## src/rtl/tela_titulo_anim_if.sv

```systemverilog
// Raster-side bundle for the title screen animator: the video timing and start
// button go in, the registered pixel colour and status come back.
interface tela_titulo_anim_if;
  // No valid/ready pair: the counters and start are sampled on every clk and
  // R/G/B always carry the colour of the coordinates sampled one clk earlier.
  logic [9:0] h_counter;
  logic [9:0] v_counter;
  logic       start;
  logic [7:0] R;
  logic [7:0] G;
  logic [7:0] B;
  logic       troca;
  logic       done;
  logic [1:0] fsm_state;

  modport master (
    output h_counter, v_counter, start,
    input  R, G, B, troca, done, fsm_state
  );

  modport slave (
    input  h_counter, v_counter, start,
    output R, G, B, troca, done, fsm_state
  );
endinterface

```

## src/rtl/tela_titulo_anim.sv

```systemverilog
// Title screen: ship and enemy slide in, enemy animates until start, then the
// whole picture fades out by one bit per frame and the screen reports done.
module tela_titulo_anim #(
  parameter int N_SCALE     = 8,
  parameter int E_SCALE     = 10,
  parameter int X_SCALE     = 6,
  parameter int N_POSX      = 250,
  parameter int N_POSY      = 220,
  parameter int E_POSX      = 600,
  parameter int E_POSY      = 220,
  parameter int X_POSX      = 445,
  parameter int X_POSY      = 240,
  parameter int ANIM_FRAMES = 30,
  parameter int SLIDE_STEP  = 8,
  parameter int FRAME_LINE  = 480
) (
  input logic clk,
  input logic reset,
  tela_titulo_anim_if.slave bus
);

  localparam logic [1:0] S_SLIDE = 2'd0;
  localparam logic [1:0] S_IDLE  = 2'd1;
  localparam logic [1:0] S_EXIT  = 2'd2;
  localparam logic [1:0] S_DONE  = 2'd3;

  localparam logic [9:0]  N_X     = 10'(N_POSX);
  localparam logic [9:0]  E_X     = 10'(E_POSX);
  localparam logic [9:0]  X_X     = 10'(X_POSX);
  localparam logic [9:0]  E_START = 10'(639 - 8 * E_SCALE);
  localparam logic [9:0]  STEP    = 10'(SLIDE_STEP);
  localparam logic [9:0]  F_LINE  = 10'(FRAME_LINE);
  localparam logic [15:0] F_LAST  = 16'(ANIM_FRAMES - 1);

  localparam logic [10:0] N_Y11 = 11'(N_POSY);
  localparam logic [10:0] E_Y11 = 11'(E_POSY);
  localparam logic [10:0] X_Y11 = 11'(X_POSY);
  localparam logic [10:0] N_SC  = 11'(N_SCALE);
  localparam logic [10:0] E_SC  = 11'(E_SCALE);
  localparam logic [10:0] X_SC  = 11'(X_SCALE);
  localparam logic [10:0] N_SZ  = 11'(11 * N_SCALE);
  localparam logic [10:0] E_SZ  = 11'(8 * E_SCALE);
  localparam logic [10:0] X_SZ  = 11'(5 * X_SCALE);

  logic [1:0]  state;
  logic [9:0]  ship_x;
  logic [9:0]  enemy_x;
  logic [15:0] frame_cnt;
  logic [3:0]  fade;
  logic        start_q;
  logic        line_q;
  logic        troca_r;
  logic        done_r;
  logic [7:0]  r_q, g_q, b_q;

  logic line_hit;
  logic tick;
  logic rise;

  assign line_hit = (bus.h_counter == 10'd0) && (bus.v_counter == F_LINE);
  assign tick     = line_hit && !line_q;
  assign rise     = bus.start && !start_q;

  function automatic logic [9:0] step_to(input logic [9:0] cur, input logic [9:0] tgt);
    if (cur < tgt)      return (tgt - cur > STEP) ? cur + STEP : tgt;
    else if (cur > tgt) return (cur - tgt > STEP) ? cur - STEP : tgt;
    else                return cur;
  endfunction

  function automatic logic [10:0] ship_row(input logic [3:0] r);
    case (r)
      4'd0:    return 11'h020;
      4'd1:    return 11'h070;
      4'd2:    return 11'h0F8;
      4'd3:    return 11'h1DC;
      4'd4:    return 11'h38E;
      4'd5:    return 11'h7FF;
      4'd6:    return 11'h7FF;
      4'd7:    return 11'h7FF;
      4'd8:    return 11'h7FF;
      4'd9:    return 11'h104;
      4'd10:   return 11'h104;
      default: return 11'h000;
    endcase
  endfunction

  // Rows 5-7 carry the two leg poses selected by troca.
  function automatic logic [7:0] enemy_row(input logic [2:0] r, input logic alt);
    case (r)
      3'd0:    return 8'h3C;
      3'd1:    return 8'h7E;
      3'd2:    return 8'hFF;
      3'd3:    return 8'hCF;
      3'd4:    return 8'hFF;
      3'd5:    return alt ? 8'h42 : 8'h24;
      3'd6:    return alt ? 8'hA5 : 8'h5A;
      default: return alt ? 8'h5A : 8'hA5;
    endcase
  endfunction

  function automatic logic [4:0] x_row(input logic [2:0] r);
    case (r)
      3'd0:    return 5'h11;
      3'd1:    return 5'h0A;
      3'd2:    return 5'h04;
      3'd3:    return 5'h0A;
      3'd4:    return 5'h11;
      default: return 5'h00;
    endcase
  endfunction

  always_ff @(posedge clk or posedge reset) begin
    if (reset) begin
      state     <= S_SLIDE;
      ship_x    <= 10'd0;
      enemy_x   <= E_START;
      frame_cnt <= 16'd0;
      fade      <= 4'd0;
      start_q   <= 1'b0;
      line_q    <= 1'b0;
      troca_r   <= 1'b0;
      done_r    <= 1'b0;
    end else begin
      start_q <= bus.start;
      line_q  <= line_hit;
      case (state)
        S_SLIDE: begin
          if (rise) begin
            ship_x  <= N_X;
            enemy_x <= E_X;
            state   <= S_IDLE;
          end else if (ship_x == N_X && enemy_x == E_X) begin
            state <= S_IDLE;
          end else if (tick) begin
            ship_x  <= step_to(ship_x, N_X);
            enemy_x <= step_to(enemy_x, E_X);
          end
        end
        S_IDLE: begin
          if (rise) begin
            fade  <= 4'd0;
            state <= S_EXIT;
          end else if (tick) begin
            if (frame_cnt == F_LAST) begin
              frame_cnt <= 16'd0;
              troca_r   <= ~troca_r;
            end else begin
              frame_cnt <= frame_cnt + 16'd1;
            end
          end
        end
        S_EXIT: begin
          if (fade == 4'd8) begin
            state  <= S_DONE;
            done_r <= 1'b1;
          end else if (tick) begin
            fade <= fade + 4'd1;
          end
        end
        default: done_r <= 1'b1;
      endcase
    end
  end

  logic [10:0] n_dx, n_dy, e_dx, e_dy, x_dx, x_dy;
  logic        n_in, e_in, x_in;
  logic [3:0]  n_col, n_row;
  logic [2:0]  e_col, e_row, x_col, x_row_i;
  logic [10:0] n_bits;
  logic [7:0]  e_bits;
  logic [4:0]  x_bits;
  logic        n_on, e_on, x_on;
  logic [7:0]  r_c, g_c, b_c;

  // Offsets are only meaningful when the counter is at or past the sprite
  // origin; the range checks guard the wrapped differences.
  always_comb begin
    n_dx = {1'b0, bus.h_counter} - {1'b0, ship_x};
    n_dy = {1'b0, bus.v_counter} - N_Y11;
    e_dx = {1'b0, bus.h_counter} - {1'b0, enemy_x};
    e_dy = {1'b0, bus.v_counter} - E_Y11;
    x_dx = {1'b0, bus.h_counter} - {1'b0, X_X};
    x_dy = {1'b0, bus.v_counter} - X_Y11;

    n_in = (bus.h_counter >= ship_x) && (n_dx < N_SZ) &&
           ({1'b0, bus.v_counter} >= N_Y11) && (n_dy < N_SZ);
    e_in = (bus.h_counter >= enemy_x) && (e_dx < E_SZ) &&
           (bus.h_counter <= 10'd639) &&
           ({1'b0, bus.v_counter} >= E_Y11) && (e_dy < E_SZ);
    x_in = (bus.h_counter >= X_X) && (x_dx < X_SZ) &&
           ({1'b0, bus.v_counter} >= X_Y11) && (x_dy < X_SZ);

    n_col   = 4'(n_dx / N_SC);
    n_row   = 4'(n_dy / N_SC);
    e_col   = 3'(e_dx / E_SC);
    e_row   = 3'(e_dy / E_SC);
    x_col   = 3'(x_dx / X_SC);
    x_row_i = 3'(x_dy / X_SC);

    n_bits = ship_row(n_row);
    e_bits = enemy_row(e_row, troca_r);
    x_bits = x_row(x_row_i);

    n_on = n_in && n_bits[4'd10 - n_col];
    e_on = e_in && e_bits[3'd7 - e_col];
    x_on = x_in && x_bits[3'd4 - x_col];

    r_c = (e_on || x_on) ? 8'hF0 : 8'h00;
    g_c = (n_on || x_on) ? 8'hF0 : 8'h00;
    b_c = x_on ? 8'hF0 : 8'h00;
  end

  always_ff @(posedge clk or posedge reset) begin
    if (reset) begin
      r_q <= 8'h00;
      g_q <= 8'h00;
      b_q <= 8'h00;
    end else if (state == S_DONE) begin
      r_q <= 8'h00;
      g_q <= 8'h00;
      b_q <= 8'h00;
    end else begin
      r_q <= r_c >> fade;
      g_q <= g_c >> fade;
      b_q <= b_c >> fade;
    end
  end

  assign bus.R         = r_q;
  assign bus.G         = g_q;
  assign bus.B         = b_q;
  assign bus.troca     = troca_r;
  assign bus.done      = done_r;
  assign bus.fsm_state = state;

endmodule

```

## src/flat_wrapper.sv

```systemverilog
// flat-port wrapper written by rule: the top's interface ports become plain ports
module tela_titulo_anim_flat 
#(
  parameter int N_SCALE     = 8,
  parameter int E_SCALE     = 10,
  parameter int X_SCALE     = 6,
  parameter int N_POSX      = 250,
  parameter int N_POSY      = 220,
  parameter int E_POSX      = 600,
  parameter int E_POSY      = 220,
  parameter int X_POSX      = 445,
  parameter int X_POSY      = 240,
  parameter int ANIM_FRAMES = 30,
  parameter int SLIDE_STEP  = 8,
  parameter int FRAME_LINE  = 480
)
  (clk, reset, bus_h_counter, bus_v_counter, bus_start, bus_R, bus_G, bus_B, bus_troca, bus_done, bus_fsm_state);
  tela_titulo_anim_if bus_i ();
  input logic clk;
  input logic reset;
  input wire logic [$bits(bus_i.h_counter)-1:0] bus_h_counter;
  input wire logic [$bits(bus_i.v_counter)-1:0] bus_v_counter;
  input wire logic [$bits(bus_i.start)-1:0] bus_start;
  output wire logic [$bits(bus_i.R)-1:0] bus_R;
  output wire logic [$bits(bus_i.G)-1:0] bus_G;
  output wire logic [$bits(bus_i.B)-1:0] bus_B;
  output wire logic [$bits(bus_i.troca)-1:0] bus_troca;
  output wire logic [$bits(bus_i.done)-1:0] bus_done;
  output wire logic [$bits(bus_i.fsm_state)-1:0] bus_fsm_state;
  assign bus_i.h_counter = bus_h_counter;
  assign bus_i.v_counter = bus_v_counter;
  assign bus_i.start = bus_start;
  assign bus_R = bus_i.R;
  assign bus_G = bus_i.G;
  assign bus_B = bus_i.B;
  assign bus_troca = bus_i.troca;
  assign bus_done = bus_i.done;
  assign bus_fsm_state = bus_i.fsm_state;
  tela_titulo_anim #(.N_SCALE(N_SCALE), .E_SCALE(E_SCALE), .X_SCALE(X_SCALE), .N_POSX(N_POSX), .N_POSY(N_POSY), .E_POSX(E_POSX), .E_POSY(E_POSY), .X_POSX(X_POSX), .X_POSY(X_POSY), .ANIM_FRAMES(ANIM_FRAMES), .SLIDE_STEP(SLIDE_STEP), .FRAME_LINE(FRAME_LINE)) u_core (.clk(clk), .reset(reset), .bus(bus_i));
endmodule
```

## config.mk

```make
export PLATFORM = sky130hd
export DESIGN_NAME = tela_titulo_anim_flat
export DESIGN_NICKNAME = d
export VERILOG_FILES = /design/src/rtl/tela_titulo_anim_if.sv /design/src/rtl/tela_titulo_anim.sv /design/src/flat_wrapper.sv
export SDC_FILE = /design/constraint.sdc
export NUM_CORES = 1
export LEC_CHECK = 0
export ABC_AREA = 1
export BUFFER_PORTS_ARGS = -buffer_cell sky130_fd_sc_hd__buf_4
export CAP_MARGIN = 20
export CELL_PAD_IN_SITES_DETAIL_PLACEMENT = 1
export CELL_PAD_IN_SITES_GLOBAL_PLACEMENT = 2
export CORE_MARGIN = 2
export CORE_UTILIZATION = 37
export CTS_CLUSTER_DIAMETER = 60
export DETAILED_ROUTE_END_ITERATION = 8
export GPL_ROUTABILITY_DRIVEN = 1
export PLACE_DENSITY = 0.95
export SETUP_SLACK_MARGIN = 0.3
export SYNTH_ARGS = -nofsm -noshare
export SYNTH_HDL_FRONTEND = slang
export SYNTH_SLANG_ARGS = --single-unit
```

## constraint.sdc

```tcl
create_clock -name clk -period 11.3 [get_ports clk]
set_input_delay 0 -clock clk [delete_from_list [all_inputs] [get_ports clk]]
set_output_delay 0 -clock clk [all_outputs]
set_load 0.03 [all_outputs]
```

==> report_table.html, run 1 <==
<table>
<tr><th>Metric</th><th>Value</th></tr>
<tr><th colspan="2">Routing</th></tr>
<tr><td>Final antenna-violating net count</td><td>0</td></tr>
<tr><td>Detailed-routing iteration count for the pre-antenna-repair pass</td><td>4</td></tr>
<tr><td>Number of violations reported at the end of detailed-routing iteration 0</td><td>284</td></tr>
<tr><td>DRC violations left</td><td>0</td></tr>
<tr><td>DR WL/cell</td><td>14.62 µm</td></tr>
<tr><td>Aggregate routed wire length</td><td>21290 µm</td></tr>
<tr><td>Average via count per standard cell</td><td>5.109</td></tr>
<tr><td>Via count</td><td>7439</td></tr>
<tr><th colspan="2">Clock network</th></tr>
<tr><td>Total number of H-tree levels</td><td>3</td></tr>
<tr><td>Register clock-pin slew on the reported worst setup and hold paths</td><td>0.06 ns</td></tr>
<tr><td>Num CTS Buffers</td><td>9</td></tr>
<tr><td>Longest Clk Path Bufs</td><td>2</td></tr>
<tr><td>Insertion delay of the later-clocked pin in the worst-skew pair</td><td>0.33 ns</td></tr>
<tr><td>TritonCTS clock tree</td><td>built</td></tr>
<tr><td>Cts repair resizes</td><td>0</td></tr>
<tr><td>Number of sinks handled by clock tree synthesis</td><td>66</td></tr>
<tr><td>CTS root buf</td><td>clkbuf_16</td></tr>
<tr><th colspan="2">STA</th></tr>
<tr><td>Total Negative Setup Slacks</td><td>0 ns</td></tr>
<tr><td>Min setup slack post-route</td><td>5.584 ns</td></tr>
<tr><td>Final cycle utilization of the critical path</td><td>0.5058</td></tr>
<tr><td>Number of pins exceeding their max-slew limit in the final report</td><td>0</td></tr>
<tr><td>Finish-stage setup viols</td><td>0</td></tr>
<tr><td>Final critical delay including setup and external delays</td><td>5.716 ns</td></tr>
<tr><td>Slew Limit Headroom</td><td>0.4406</td></tr>
<tr><td>FMAX</td><td>0.1750 GHz</td></tr>
<tr><td>Worst Clk Skew</td><td>0.006833 ns</td></tr>
<tr><td>Final number of hold-violating endpoints</td><td>0</td></tr>
<tr><td>Setup repair after global routing missed its margin</td><td>no</td></tr>
<tr><td>Transition at the pin with the smallest max-transition slack</td><td>0.8391 ns</td></tr>
<tr><th colspan="2">Synthesis</th></tr>
<tr><td>Main synth FF type</td><td>dfrtp_1</td></tr>
<tr><td>Proportion of synthesized chip area in sequential cells</td><td>0.2263</td></tr>
<tr><td>Post-synth design cell area</td><td>7321 µm²</td></tr>
<tr><td>Synthesized net count</td><td>1202</td></tr>
<tr><td>Avg Synthesized Cell Area</td><td>6.484 µm²</td></tr>
<tr><td>Yosys cell types</td><td>59</td></tr>
<tr><td>Number of flops mapped to enable cells by yosys</td><td>0</td></tr>
<tr><td>Share of async-settable or async-resettable flops after synthesis</td><td>1.000</td></tr>
<tr><td>Synthesized flop and latch total</td><td>66</td></tr>
<tr><td>Yosys synthesis warning count</td><td>0</td></tr>
<tr><td>Synthesized instance count</td><td>1129</td></tr>
<tr><th colspan="2">Critical path</th></tr>
<tr><td>Peak fanout along the critical path</td><td>11</td></tr>
<tr><td>Reg-to-reg slack, setup</td><td>5.58 ns</td></tr>
<tr><td>Required time at the endpoint of the critical path</td><td>11.53 ns</td></tr>
<tr><td>Delay of the slowest cell on the worst path</td><td>0.64 ns</td></tr>
<tr><td>Most used cell, CP</td><td>nand2_1</td></tr>
<tr><td>Type of element capturing the critical path</td><td>register</td></tr>
<tr><td>Critical Setup Path Class</td><td>register to register</td></tr>
<tr><td>Worst path slowest cell</td><td>dfstp_2</td></tr>
<tr><td>Startpoint kind of the worst setup timing path</td><td>register</td></tr>
<tr><td>CP arrival</td><td>5.94 ns</td></tr>
<tr><th colspan="2">Power</th></tr>
<tr><td>PwrDens</td><td>130.7 nW/µm²</td></tr>
<tr><td>Standby leakage power</td><td>4.548 nW</td></tr>
<tr><td>Worst vdd rail ir drop</td><td>129.1 µV</td></tr>
<tr><th colspan="2">Cells and area</th></tr>
<tr><td>Fraction of final layout cells with drive strength greater than 1</td><td>0.1411</td></tr>
<tr><td>Number of antenna cells inserted</td><td>0</td></tr>
<tr><td>Non-Filler Cell Area, Final</td><td>8318 µm²</td></tr>
<tr><td>Layout overhead on the synthesized area</td><td>13.62%</td></tr>
<tr><td>Post-layout nets</td><td>1259</td></tr>
<tr><td>Number of fill cells in the layout</td><td>2599</td></tr>
<tr><th colspan="2">Global route</th></tr>
<tr><td>Pin count of the biggest net entering global routing</td><td>67</td></tr>
<tr><td>Overall fraction of global-route tracks in use</td><td>0.2133</td></tr>
<tr><td>Overflow left after global routing</td><td>0</td></tr>
<tr><td>Global-route wire length before repair</td><td>36230 µm</td></tr>
<tr><td>Initial antenna violation count</td><td>0</td></tr>
<tr><td>Number of global-route vias before repair</td><td>7618</td></tr>
<tr><th colspan="2">Floorplan</th></tr>
<tr><td>Die height</td><td>144.7 µm</td></tr>
<tr><td>Area of the die</td><td>20930 µm²</td></tr>
<tr><td>Core area</td><td>19460 µm²</td></tr>
<tr><td>Number of ports placed on the die boundary</td><td>51</td></tr>
<tr><td>Starting density of the core</td><td>0.3761</td></tr>
<tr><td>Die X-Extent</td><td>144.7 µm</td></tr>
<tr><td>Rows</td><td>51</td></tr>
<tr><th colspan="2">Place</th></tr>
<tr><td>Count of buffers from port buffering</td><td>50</td></tr>
<tr><td>Placed wire-length estimate</td><td>17210 µm</td></tr>
<tr><td>Weighted congestion reported at the end of routability-driven placement</td><td>0.8406</td></tr>
<tr><td>Instance area after placement</td><td>8006 µm²</td></tr>
<tr><td>Post-Place Worst Slack</td><td>5.592 ns</td></tr>
<tr><th colspan="2">Run status</th></tr>
<tr><td>Outcome</td><td>finished clean</td></tr>
<tr><th colspan="2">Flow run</th></tr>
<tr><td>Max-cap violations</td><td>0</td></tr>
<tr><th colspan="2">Worst hold path</th></tr>
<tr><td>Type of the worst min-delay path</td><td>primary input to register</td></tr>
</table>
## Yosys cell counts (all sizes together) (6+ instances only)
| master | count | area [µm²] |
|---|---|---|
| nand2 | 318 | 1356 |
| inv | 186 | 698.2 |
| nand3 | 102 | 580.6 |
| nor2 | 99 | 399.1 |
| o21ai | 70 | 357.8 |
| dfrtp | 62 | 1551 |
| ha | 49 | 613.1 |
| xor2 | 43 | 384.1 |
| a21oi | 36 | 195.2 |
| nor3 | 30 | 155.1 |
| nand4 | 24 | 156.4 |
| nor4 | 14 | 87.58 |
| o22ai | 13 | 81.33 |
| xnor2 | 9 | 78.83 |
| a21o | 6 | 45.04 |
| o211ai | 6 | 50.05 |
| or2 | 6 | 37.54 |
## cell usage in the layout, fill, tap and decap left out, drive strengths merged, types with 3 or more instances in the layout
master,count
a2111oi,3
a21boi,3
a21o,6
a21oi,36
a22oi,5
a31oi,5
buf,51
clkbuf,12
clkinv,6
dfrtp,62
dfstp,4
ha,49
inv,186
nand2,318
nand3,102
nand3b,5
nand4,24
nor2,99
nor3,30
nor4,14
o211ai,6
o21ai,70
o22ai,13
or2,6
xnor2,9
xor2,43
## report_power, final
part	leakage (nW)	switching (mW)	internal [mW]
logic	3.64	0.387	0.192
clock network	0.141	0.103	0.165
registers	0.765	0.00143	0.238
total	4.55	0.492	0.595
## cell families (layout without fill, tap and decap cells)
group                    after synthesis  count (layout)  synth area share
AO/OA/AOI/OAI                        164             164            0.1366
XOR/XNOR                              52              52           0.06324
adder cells (fa/ha/maj)               50              50           0.08648
buffers and inverters                197             259            0.1013
flip-flops                            66              66            0.2263
AND/OR/NAND/NOR                      600             600            0.3861
## routing by layer
metal,global-route usage,wire length (µm),vias to the layer above,part of all wire
li1,-,-,3804,-
met1,0.2658,10040,3545,0.47
met2,0.3931,10410,78,0.49
met3,0.03258,654,12,0.031
met4,0.03781,191,0,0.0090
met5,0,0,-,0
## critical path, delay by kind of cell (launching register included)
kind / cells / cell delay [ns]
buffers and inverters: 7 / 0.57
AOI/OAI and AO/OA: 3 / 0.62
DFF: 1 / 0.64
xor gates and xnor gates: 1 / 0.26
and+or+nand+nor: 34 / 3.13
adders and majority gates: 1 / 0.37
## metrics by stage
step / instances / hold WS (ns) / util / total power, mW
2_1_floorplan: 1129 / 0.03143 / - / 0.7131
3_3_place_gp: 1438 / 0.1200 / 0.4114 / 0.8173
3_5_place_dp: 1438 / 0.1195 / 0.4114 / 0.8290
4_1_cts: 1456 / 0.05232 / 0.4274 / 1.102
5_1_grt: 1456 / 0.07715 / 0.4274 / 1.200
6_report: 1456 / 0.04222 / 0.4274 / 1.087
## final timing paths
check,end,cells past startpoint,start
min reg2reg,u_core.bus.done,1,u_core.bus.done
max,u_core.bus.R[2],46,u_core.enemy_x[5]
max reg2reg,u_core.bus.R[2],46,u_core.enemy_x[5]
max in group asynchronous,u_core.ship_x[8],4,reset
min in group asynchronous,u_core.frame_cnt[15],4,reset
min,u_core.line_q,4,bus_v_counter[0]
## final cells by class
cell class / instances / area (µm²) / share of cell area
Multi-Input combinational cell: 866 / 4922 / 0.5918
Sequential cell: 66 / 1657 / 0.1992
Timing Repair Buffer: 53 / 402.9 / 0.04844
Inverter: 190 / 713.2 / 0.08574
Clock inverter: 4 / 25.02 / 0.003008
Tap cell: 265 / 331.6 / 0.03986
Clock buffer: 12 / 266.5 / 0.03204
## flip-flops by register name, indices dropped and copies added, names as in the netlist
signal and flops:
u_core.enemy_x 8, u_core.bus.G 8, u_core.bus.fsm_state 2, u_core.bus.done 1
u_core.bus.R 8, u_core.ship_x 8, u_core.bus.B 8, u_core.line_q 1
u_core.fade 4, u_core.bus.troca 1, u_core.start_q 1, u_core.frame_cnt 16
## what timing repair did
item / 4_1_cts / 5_1_grt
endpoints found under the hold margin: 63 / 0
setup buffers: 0 / 0
hold buffers: 2 / 0
endpoints found under the setup margin: 0 / 0
No activity file was read; power rests on OpenSTA's default activity.
==> run 2: changes to the inputs <==
--- a/config.mk
+++ b/config.mk
@@ -11,11 +11,11 @@
 export CELL_PAD_IN_SITES_DETAIL_PLACEMENT = 1
 export CELL_PAD_IN_SITES_GLOBAL_PLACEMENT = 2
 export CORE_MARGIN = 2
-export CORE_UTILIZATION = 37
+export CORE_UTILIZATION = 35
 export CTS_CLUSTER_DIAMETER = 60
 export DETAILED_ROUTE_END_ITERATION = 8
 export GPL_ROUTABILITY_DRIVEN = 1
-export PLACE_DENSITY = 0.95
+export PLACE_DENSITY = 0.93
 export SETUP_SLACK_MARGIN = 0.3
 export SYNTH_ARGS = -nofsm -noshare
 export SYNTH_HDL_FRONTEND = slang
==> constraint.sdc (replaced) <==
create_clock -name clk -period 5.7 [get_ports clk]
set_input_delay 0 -clock clk [delete_from_list [all_inputs] [get_ports clk]]
set_output_delay 0 -clock clk [all_outputs]
set_load 0.03 [all_outputs]
==> run 2 against run 1 <==
Net effect: power rose by 130%; core utilization rose by 1.3 points; die area rose by 5.6%; maximum frequency rose by 4.2%; final area rose by 7.7%.
==> report_table.html, run 2 (synthesis results as in run 1) <==
<table>
<tr><th>Metric</th><th>Value</th></tr>
<tr><th colspan="2">Run status</th></tr>
<tr><td>Outcome</td><td>finished clean</td></tr>
<tr><th colspan="2">Global route</th></tr>
<tr><td>Grt met1 use</td><td>0.2604 (-0.005380)</td></tr>
<tr><td>Pin count of the biggest net entering global routing</td><td>67 (unchanged)</td></tr>
<tr><td>Initial antenna violation count</td><td>0 (unchanged)</td></tr>
<tr><td>Number of global-route vias before repair</td><td>7860 (+3.2%)</td></tr>
<tr><td>Overall fraction of global-route tracks in use</td><td>0.2026 (-0.01065)</td></tr>
<tr><td>Met2 track utilization from global routing</td><td>0.3600 (-0.03316)</td></tr>
<tr><td>Met3 global-route usage</td><td>0.02638 (-0.006196)</td></tr>
<tr><td>Global-route wire length before repair</td><td>37280 µm (+2.9%)</td></tr>
<tr><td>Routing layer with the top usage in global route</td><td>met2</td></tr>
<tr><td>Overflow left after global routing</td><td>0 (unchanged)</td></tr>
<tr><th colspan="2">Cells and area</th></tr>
<tr><td>Most common cell after layout, fill and taps aside</td><td>nand2_1</td></tr>
<tr><td>Fraction of final layout cells with drive strength greater than 1</td><td>0.2239 (+0.08281)</td></tr>
<tr><td>Layout overhead on the synthesized area</td><td>22.37%</td></tr>
<tr><td>Number of fill cells in the layout</td><td>2615 (+0.62%)</td></tr>
<tr><td>Biggest register</td><td>u_core.frame_cnt</td></tr>
<tr><td>Commonest cells after routing, fill and taps aside</td><td>nand2_1 (236), inv_1 (158), nor2_1 (87), nand3_1 (80), buf_4 (72)</td></tr>
<tr><td>Number of antenna cells inserted</td><td>0 (unchanged)</td></tr>
<tr><td>Max reg flops</td><td>16 (unchanged)</td></tr>
<tr><td>Post-route non-filler standard cell count</td><td>1485 (+2.0%)</td></tr>
<tr><td>Post-layout nets</td><td>1283 (+1.9%)</td></tr>
<tr><th colspan="2">STA</th></tr>
<tr><td>Min setup slack post-route</td><td>0.2157 ns (-5.369 ns)</td></tr>
<tr><td>Final cycle utilization of the critical path</td><td>0.9622 (+0.4563)</td></tr>
<tr><td>Worst Clk Skew</td><td>0.01001 ns (+0.003181 ns)</td></tr>
<tr><td>Finish-stage setup viols</td><td>0 (unchanged)</td></tr>
<tr><td>Setup repair after global routing missed its margin</td><td>yes</td></tr>
<tr><td>Transition at the pin with the smallest max-transition slack</td><td>0.8663 ns (+0.02724 ns)</td></tr>
<tr><td>Final number of hold-violating endpoints</td><td>0 (unchanged)</td></tr>
<tr><td>Slew Limit Headroom</td><td>0.4224 (-0.01816)</td></tr>
<tr><td>FMAX</td><td>0.1823 GHz (+4.2%)</td></tr>
<tr><td>Number of pins exceeding their max-slew limit in the final report</td><td>0 (unchanged)</td></tr>
<tr><td>Final critical delay including setup and external delays</td><td>5.484 ns (-0.2315 ns)</td></tr>
<tr><th colspan="2">Routing</th></tr>
<tr><td>Aggregate routed wire length</td><td>22680 µm (+6.5%)</td></tr>
<tr><td>Average via count per standard cell</td><td>5.162 (+1.0%)</td></tr>
<tr><td>Number of violations reported at the end of detailed-routing iteration 0</td><td>296 (+4.2%)</td></tr>
<tr><td>DR WL/cell</td><td>15.27 µm (+4.5%)</td></tr>
<tr><td>Final antenna-violating net count</td><td>0 (unchanged)</td></tr>
<tr><td>DRC violations left</td><td>0 (unchanged)</td></tr>
<tr><td>Detailed-routing iteration count for the pre-antenna-repair pass</td><td>4 (unchanged)</td></tr>
<tr><td>Via count</td><td>7665 (+3.0%)</td></tr>
<tr><th colspan="2">Critical path</th></tr>
<tr><td>Type of element capturing the critical path</td><td>register</td></tr>
<tr><td>Critical Setup Path Class</td><td>register to register</td></tr>
<tr><td>Required time at the endpoint of the critical path</td><td>5.96 ns (-5.57 ns)</td></tr>
<tr><td>Peak fanout along the critical path</td><td>6 (-5)</td></tr>
<tr><td>Most used cell, CP</td><td>nand2_2</td></tr>
<tr><td>Startpoint kind of the worst setup timing path</td><td>register</td></tr>
<tr><td>CP arrival</td><td>5.74 ns (-0.20 ns)</td></tr>
<tr><td>Startpoint of the worst register-to-register path</td><td>u_core.enemy_x[1]</td></tr>
<tr><td>Delay of the slowest cell on the worst path</td><td>0.59 ns (-0.05 ns)</td></tr>
<tr><td>Critical Path Source</td><td>u_core.enemy_x[1]</td></tr>
<tr><td>Logic depth of the worst register-to-register path</td><td>44 (-4.3%)</td></tr>
<tr><td>Worst path slowest cell</td><td>dfstp_2</td></tr>
<tr><th colspan="2">Flow run</th></tr>
<tr><td>Max-cap violations</td><td>0 (unchanged)</td></tr>
<tr><th colspan="2">Clock network</th></tr>
<tr><td>Total number of H-tree levels</td><td>3 (unchanged)</td></tr>
<tr><td>Register clock-pin slew on the reported worst setup and hold paths</td><td>0.06 ns (about the same)</td></tr>
<tr><td>Longest Clk Path Bufs</td><td>2 (unchanged)</td></tr>
<tr><td>TritonCTS clock tree</td><td>built</td></tr>
<tr><td>Num CTS Buffers</td><td>9 (unchanged)</td></tr>
<tr><td>CTS root buf</td><td>clkbuf_16</td></tr>
<tr><td>Number of sinks handled by clock tree synthesis</td><td>66 (unchanged)</td></tr>
<tr><td>Insertion delay of the later-clocked pin in the worst-skew pair</td><td>0.33 ns (about the same)</td></tr>
<tr><th colspan="2">Floorplan</th></tr>
<tr><td>Die height</td><td>148.6 µm (+2.7%)</td></tr>
<tr><td>Core area</td><td>20360 µm² (+4.6%)</td></tr>
<tr><td>Rows</td><td>52 (+2.0%)</td></tr>
<tr><td>Die X-Extent</td><td>148.6 µm (+2.7%)</td></tr>
<tr><td>Starting density of the core</td><td>0.3595 (-0.01666)</td></tr>
<tr><td>Number of ports placed on the die boundary</td><td>51 (unchanged)</td></tr>
<tr><td>Area of the die</td><td>22090 µm² (+5.6%)</td></tr>
<tr><th colspan="2">Place</th></tr>
<tr><td>Weighted congestion reported at the end of routability-driven placement</td><td>0.8450 (+0.52%)</td></tr>
<tr><td>Placed wire-length estimate</td><td>17480 µm (+1.6%)</td></tr>
<tr><td>Count of buffers from port buffering</td><td>50 (unchanged)</td></tr>
<tr><td>Post-Place Worst Slack</td><td>0.03529 ns (-5.557 ns)</td></tr>
<tr><td>Instance count after placement with tap cells included</td><td>1448 (+0.70%)</td></tr>
<tr><th colspan="2">Worst hold path</th></tr>
<tr><td>Type of the worst min-delay path</td><td>primary input to register</td></tr>
<tr><td>Critical hold path startpoint</td><td>bus_v_counter[0]</td></tr>
<tr><td>Number of cells traversed by the worst hold path</td><td>4 (unchanged)</td></tr>
<tr><th colspan="2">Power</th></tr>
<tr><td>PwrDens</td><td>276.7 nW/µm² (+110%)</td></tr>
<tr><td>Standby leakage power</td><td>4.770 nW (+4.9%)</td></tr>
<tr><td>Worst vdd rail ir drop</td><td>193.4 µV (+50%)</td></tr>
<tr><td>Power consumption</td><td>2.479 mW (+130%)</td></tr>
</table>
run 2: cell count changes in the layout (fill, tap and decap cells not counted), moves of 6 or more:
cell	before	now
buf_4	51	72
nand2_1	271	236
nand3_1	91	80
inv_1	169	158
nand2_4	9	20
nand3_2	9	15
nand2_2	38	62
inv_2	17	26
run 2: path summary, 6_finish.rpt:
| path | endpoint | slack [ns] |
|---|---|---|
| worst max-delay path | u_core.bus.R[1] | 0.22 |
| max in group asynchronous | u_core.enemy_x[4] | 4.61 |
| min in group asynchronous | u_core.frame_cnt[14] | 0.49 |
| worst min register to register | u_core.bus.done | 0.47 |
| worst max register to register | u_core.bus.R[1] | 0.22 |
| worst min-delay path | u_core.line_q | 0.06 |
run 2: what timing repair did:
action	4_1_cts	5_1_grt
pin swaps	3	18
setup buffers	5	14
endpoints found under the setup margin	8	23
endpoints found under the hold margin	63	0
hold buffers	2	0
gates resized for setup	11	102
run 2: where the power goes:
group / internal [mW] / total (mW) / switching [mW] / leakage (nW)
clock network: 0.396 / 0.610 / 0.214 / 0.159
registers: 0.471 / 0.474 / 0.00285 / 0.763
logic: 0.482 / 1.40 / 0.913 / 3.85
total: 1.35 / 2.48 / 1.13 / 4.77
run 2: per-stage QoR:
step / hold slack, ns / util / cell area [µm²] / TNS [ns]
finish: 0.05881 / 0.4399 / 8959 / 0
global route: 0.09432 / 0.4399 / 8959 / -0.6587
CTS: 0.05794 / 0.4160 / 8471 / 0
detailed placement: 0.1230 / 0.3953 / 8050 / 0
global placement: 0.1193 / 0.3953 / 8050 / 0
floorplan: 0.03143 / - / 7321 / 0
run 2: per-layer routing:
metal,routed length [µm],vias up
met5,0,-
met4,400,0
met2,11100,102
li1,-,3852
met3,622,20
met1,10560,3691
run 2: worst max-delay path: cells and delay by family, from the launching register on:
| family | cells | cell delay, ns |
|---|---|---|
| flip-flops | 1 | 0.59 |
| buffers and inverters | 7 | 0.89 |
| AND/OR/NAND/NOR | 31 | 2.66 |
| XOR/XNOR | 1 | 0.14 |
| adder cells (fa/ha/maj) | 1 | 0.30 |
| AO/OA/AOI/OAI | 4 | 0.85 |
run 2: area by class of cell:
| cell class | count | area, µm² | area share |
|---|---|---|---|
| clock buffers | 10 | 239.0 | 0.02668 |
| clock inverters | 6 | 90.09 | 0.01006 |
| inverters | 190 | 721.9 | 0.08059 |
| multi-input cells | 866 | 5318 | 0.5936 |
| flip-flops and latches | 66 | 1658 | 0.1851 |
| well taps | 270 | 337.8 | 0.03771 |
| repair buffers | 77 | 594.3 | 0.06634 |
==> run 3: changes to the inputs <==
--- a/config.mk
+++ b/config.mk
@@ -6,6 +6,7 @@
 export NUM_CORES = 1
 export LEC_CHECK = 0
 export ABC_AREA = 1
+export ABC_CLOCK_PERIOD_IN_PS = 5300
 export BUFFER_PORTS_ARGS = -buffer_cell sky130_fd_sc_hd__buf_4
 export CAP_MARGIN = 20
 export CELL_PAD_IN_SITES_DETAIL_PLACEMENT = 1
==> constraint.sdc (replaced) <==
create_clock -name clk -period 5.3 [get_ports clk]
set_input_delay 0.265 -clock clk [delete_from_list [all_inputs] [get_ports clk]]
set_output_delay 0.265 -clock clk [all_outputs]
set_load 0.03 [all_outputs]
==> run 3 against run 2 <==
Net effect: the run now ends with negative setup slack left; clock-buffer cell count stayed put; first-iteration DRC count is 32% higher; final area is 5.0% higher; sequential share of layout area is 0.90 points lower; sequential cell count stayed put; largest power group unchanged.
==> report_table.html, run 3 (synthesis results as in run 1) <==
<table>
<tr><th>Metric</th><th>Value</th></tr>
<tr><th colspan="2">Run status</th></tr>
<tr><td>Outcome</td><td>finished, violations left</td></tr>
<tr><td>Violations in the final reports</td><td>negative setup slack</td></tr>
<tr><th colspan="2">Critical path</th></tr>
<tr><td>Required time at the endpoint of the critical path</td><td>5.53 ns (-0.43 ns)</td></tr>
<tr><td>Logic depth of the worst register-to-register path</td><td>39 (-11%)</td></tr>
<tr><td>Most used cell, CP</td><td>buf_4</td></tr>
<tr><td>Type of element capturing the critical path</td><td>register</td></tr>
<tr><td>Worst path slowest cell</td><td>dfrtp_1</td></tr>
<tr><td>CP arrival</td><td>5.69 ns (-0.05 ns)</td></tr>
<tr><td>Startpoint kind of the worst setup timing path</td><td>register</td></tr>
<tr><td>Peak fanout along the critical path</td><td>6 (unchanged)</td></tr>
<tr><td>Delay of the slowest cell on the worst path</td><td>0.48 ns (-0.11 ns)</td></tr>
<tr><td>Critical Setup Path Class</td><td>register to register</td></tr>
<tr><th colspan="2">STA</th></tr>
<tr><td>Final critical delay including setup and external delays</td><td>5.459 ns (-0.02499 ns)</td></tr>
<tr><td>Min setup slack post-route</td><td>-0.1593 ns (-0.3750 ns)</td></tr>
<tr><td>Finish-stage setup viols</td><td>8 (+8)</td></tr>
<tr><td>FMAX</td><td>0.1832 GHz (+0.46%)</td></tr>
<tr><td>Number of pins exceeding their max-slew limit in the final report</td><td>0 (unchanged)</td></tr>
<tr><td>Worst Clk Skew</td><td>0.004799 ns (-0.005215 ns)</td></tr>
<tr><td>Transition at the pin with the smallest max-transition slack</td><td>0.8593 ns (-0.007001 ns)</td></tr>
<tr><td>Slew Limit Headroom</td><td>0.4271 (+0.004667)</td></tr>
<tr><td>Final number of hold-violating endpoints</td><td>0 (unchanged)</td></tr>
<tr><td>Final cycle utilization of the critical path</td><td>1.030 (+0.06790)</td></tr>
<tr><td>Setup repair after global routing missed its margin</td><td>yes</td></tr>
<tr><th colspan="2">Routing</th></tr>
<tr><td>Met2 WL post-DR</td><td>12520 µm (+13%)</td></tr>
<tr><td>WL met1</td><td>10560 µm (unchanged)</td></tr>
<tr><td>Highest metal used</td><td>met4</td></tr>
<tr><td>DR WL/cell</td><td>16.12 µm (+5.6%)</td></tr>
<tr><td>Aggregate routed wire length</td><td>24440 µm (+7.8%)</td></tr>
<tr><td>DRC violations left</td><td>0 (unchanged)</td></tr>
<tr><td>DR WL met3</td><td>974 µm (+57%)</td></tr>
<tr><td>Number of violations reported at the end of detailed-routing iteration 0</td><td>390 (+32%)</td></tr>
<tr><td>Via count</td><td>7953 (+3.8%)</td></tr>
<tr><td>Detailed-routing iteration count for the pre-antenna-repair pass</td><td>4 (unchanged)</td></tr>
<tr><td>Average via count per standard cell</td><td>5.246 (+1.6%)</td></tr>
<tr><td>Final antenna-violating net count</td><td>0 (unchanged)</td></tr>
<tr><th colspan="2">Global route</th></tr>
<tr><td>Pin count of the biggest net entering global routing</td><td>67 (unchanged)</td></tr>
<tr><td>Overflow left after global routing</td><td>0 (unchanged)</td></tr>
<tr><td>Overall fraction of global-route tracks in use</td><td>0.2191 (+0.01645)</td></tr>
<tr><td>Global-route wire length before repair</td><td>39850 µm (+6.9%)</td></tr>
<tr><td>Initial antenna violation count</td><td>0 (unchanged)</td></tr>
<tr><td>Number of global-route vias before repair</td><td>8131 (+3.4%)</td></tr>
<tr><th colspan="2">Worst hold path</th></tr>
<tr><td>Type of the worst min-delay path</td><td>primary input to register</td></tr>
<tr><td>Number of cells traversed by the worst hold path</td><td>1 (-3)</td></tr>
<tr><th colspan="2">Flow run</th></tr>
<tr><td>Max-cap violations</td><td>0 (unchanged)</td></tr>
<tr><th colspan="2">Clock network</th></tr>
<tr><td>Number of buffers inserted for hold repair after clock tree synthesis</td><td>0 (-2)</td></tr>
<tr><td>Insertion delay of the later-clocked pin in the worst-skew pair</td><td>0.34 ns (about the same)</td></tr>
<tr><td>Total number of H-tree levels</td><td>3 (unchanged)</td></tr>
<tr><td>Longest Clk Path Bufs</td><td>2 (unchanged)</td></tr>
<tr><td>Num CTS Buffers</td><td>9 (unchanged)</td></tr>
<tr><td>CTS root buf</td><td>clkbuf_16</td></tr>
<tr><td>Register clock-pin slew on the reported worst setup and hold paths</td><td>0.06 ns (about the same)</td></tr>
<tr><td>TritonCTS clock tree</td><td>built</td></tr>
<tr><td>Number of sinks handled by clock tree synthesis</td><td>66 (unchanged)</td></tr>
<tr><th colspan="2">Cells and area</th></tr>
<tr><td>Number of antenna cells inserted</td><td>0 (unchanged)</td></tr>
<tr><td>Most common cell after layout, fill and taps aside</td><td>nand2_1</td></tr>
<tr><td>Fraction of final layout cells with drive strength greater than 1</td><td>0.2793 (+0.05543)</td></tr>
<tr><td>Layout overhead on the synthesized area</td><td>28.52%</td></tr>
<tr><td>Post-layout nets</td><td>1314 (+2.4%)</td></tr>
<tr><td>Commonest cells after routing, fill and taps aside</td><td>nand2_1 (215), inv_1 (153), buf_4 (103), nor2_1 (85), nand2_2 (74)</td></tr>
<tr><td>Biggest register</td><td>u_core.frame_cnt</td></tr>
<tr><td>Max reg flops</td><td>16 (unchanged)</td></tr>
<tr><td>Non-Filler Cell Area, Final</td><td>9409 µm² (+5.0%)</td></tr>
<tr><th colspan="2">Power</th></tr>
<tr><td>Worst vdd rail ir drop</td><td>273.0 µV (+41%)</td></tr>
<tr><td>PwrDens</td><td>291.9 nW/µm² (+5.5%)</td></tr>
<tr><td>Standby leakage power</td><td>5.010 nW (+5.0%)</td></tr>
<tr><th colspan="2">Floorplan</th></tr>
<tr><td>Rows</td><td>52 (unchanged)</td></tr>
<tr><td>Die X-Extent</td><td>148.6 µm (unchanged)</td></tr>
<tr><td>Starting density of the core</td><td>0.3595 (unchanged)</td></tr>
<tr><td>Area of the die</td><td>22090 µm² (unchanged)</td></tr>
<tr><td>Number of ports placed on the die boundary</td><td>51 (unchanged)</td></tr>
<tr><td>Die height</td><td>148.6 µm (unchanged)</td></tr>
<tr><td>Core area</td><td>20360 µm² (unchanged)</td></tr>
<tr><th colspan="2">Place</th></tr>
<tr><td>Weighted congestion reported at the end of routability-driven placement</td><td>0.8953 (+6.0%)</td></tr>
<tr><td>Instance area after placement</td><td>8155 µm² (+1.3%)</td></tr>
<tr><td>Post-Place Worst Slack</td><td>-0.2172 ns (-0.2525 ns)</td></tr>
<tr><td>Placed wire-length estimate</td><td>17780 µm (+1.7%)</td></tr>
<tr><td>Count of buffers from port buffering</td><td>50 (unchanged)</td></tr>
</table>
[run 3: changes by cell type in the layout (fill, tap and decap cells not counted), sizes merged]
cell         change
buf             +33
bufinv           -1
clkinvlp         -1
dlygate4sd3      -2
inv              +2
[run 3: metrics by stage]
step,hold slack [ns],TNS (ns),utilization,power (mW),cells
after floorplan,0.2964,0,-,1.520,1129
after global placement,0.3832,0,0.4005,1.766,1462
after detailed placement,0.3855,-1.901,0.4005,1.798,1462
after CTS,0.03819,0,0.4387,2.566,1510
after global routing,0.04237,-2.126,0.4620,2.973,1516
final,0.04337,-0.6463,0.4620,2.746,1516
[run 3: where the power goes]
| part | total (mW) | switching, mW | internal [mW] |
|---|---|---|---|
| Clock | 0.612 | 0.234 | 0.378 |
| Sequential | 0.510 | 0.00338 | 0.507 |
| Combinational | 1.62 | 1.06 | 0.569 |
[run 3: routing by layer]
metal | track usage | vias up
li1 | - | 3931
met1 | 0.2742 | 3858
met2 | 0.4005 | 138
met3 | 0.02669 | 26
met4 | 0.05238 | 0
met5 | 0 | -
[run 3: worst paths after layout]
check / from / endpoint / slack (ns)
worst max-delay path: u_core.enemy_x[7] / u_core.bus.R[3] / -0.16
worst min-delay path: bus_start / u_core.start_q / 0.04
worst max register to register: u_core.enemy_x[7] / u_core.bus.R[3] / -0.16
worst min register to register: u_core.bus.done / u_core.bus.done / 0.48
max in group asynchronous: reset / u_core.ship_x[3] / 4.55
min in group asynchronous: reset / u_core.frame_cnt[14] / 0.20
[run 3: cell type report]
cell class,instances,area (µm²)
clock inverters,6,65.06
fillers,2673,10960
flip-flops and latches,66,1657
clock buffers,10,239.0
well taps,270,337.8
repair buffers,108,838.3
multi-input cells,866,5554
inverters,190,718.2
[run 3: worst max-delay path: cells and delay by family, from the launching register on]
family / cells / cell delay (ns)
compound gates: 2 / 0.46
fa+ha+maj: 1 / 0.35
buf+inv: 26 / 3.13
flops: 1 / 0.48
simple gates: 10 / 0.90
[run 3: repair_timing]
action / in CTS / in global routing
gates resized for setup: 70 / 111
setup buffers: 32 / 6
endpoints found under the setup margin: 16 / 24
pin swaps: 22 / 35
endpoints found under the hold margin: 0 / 0
cloned: 0 / 0
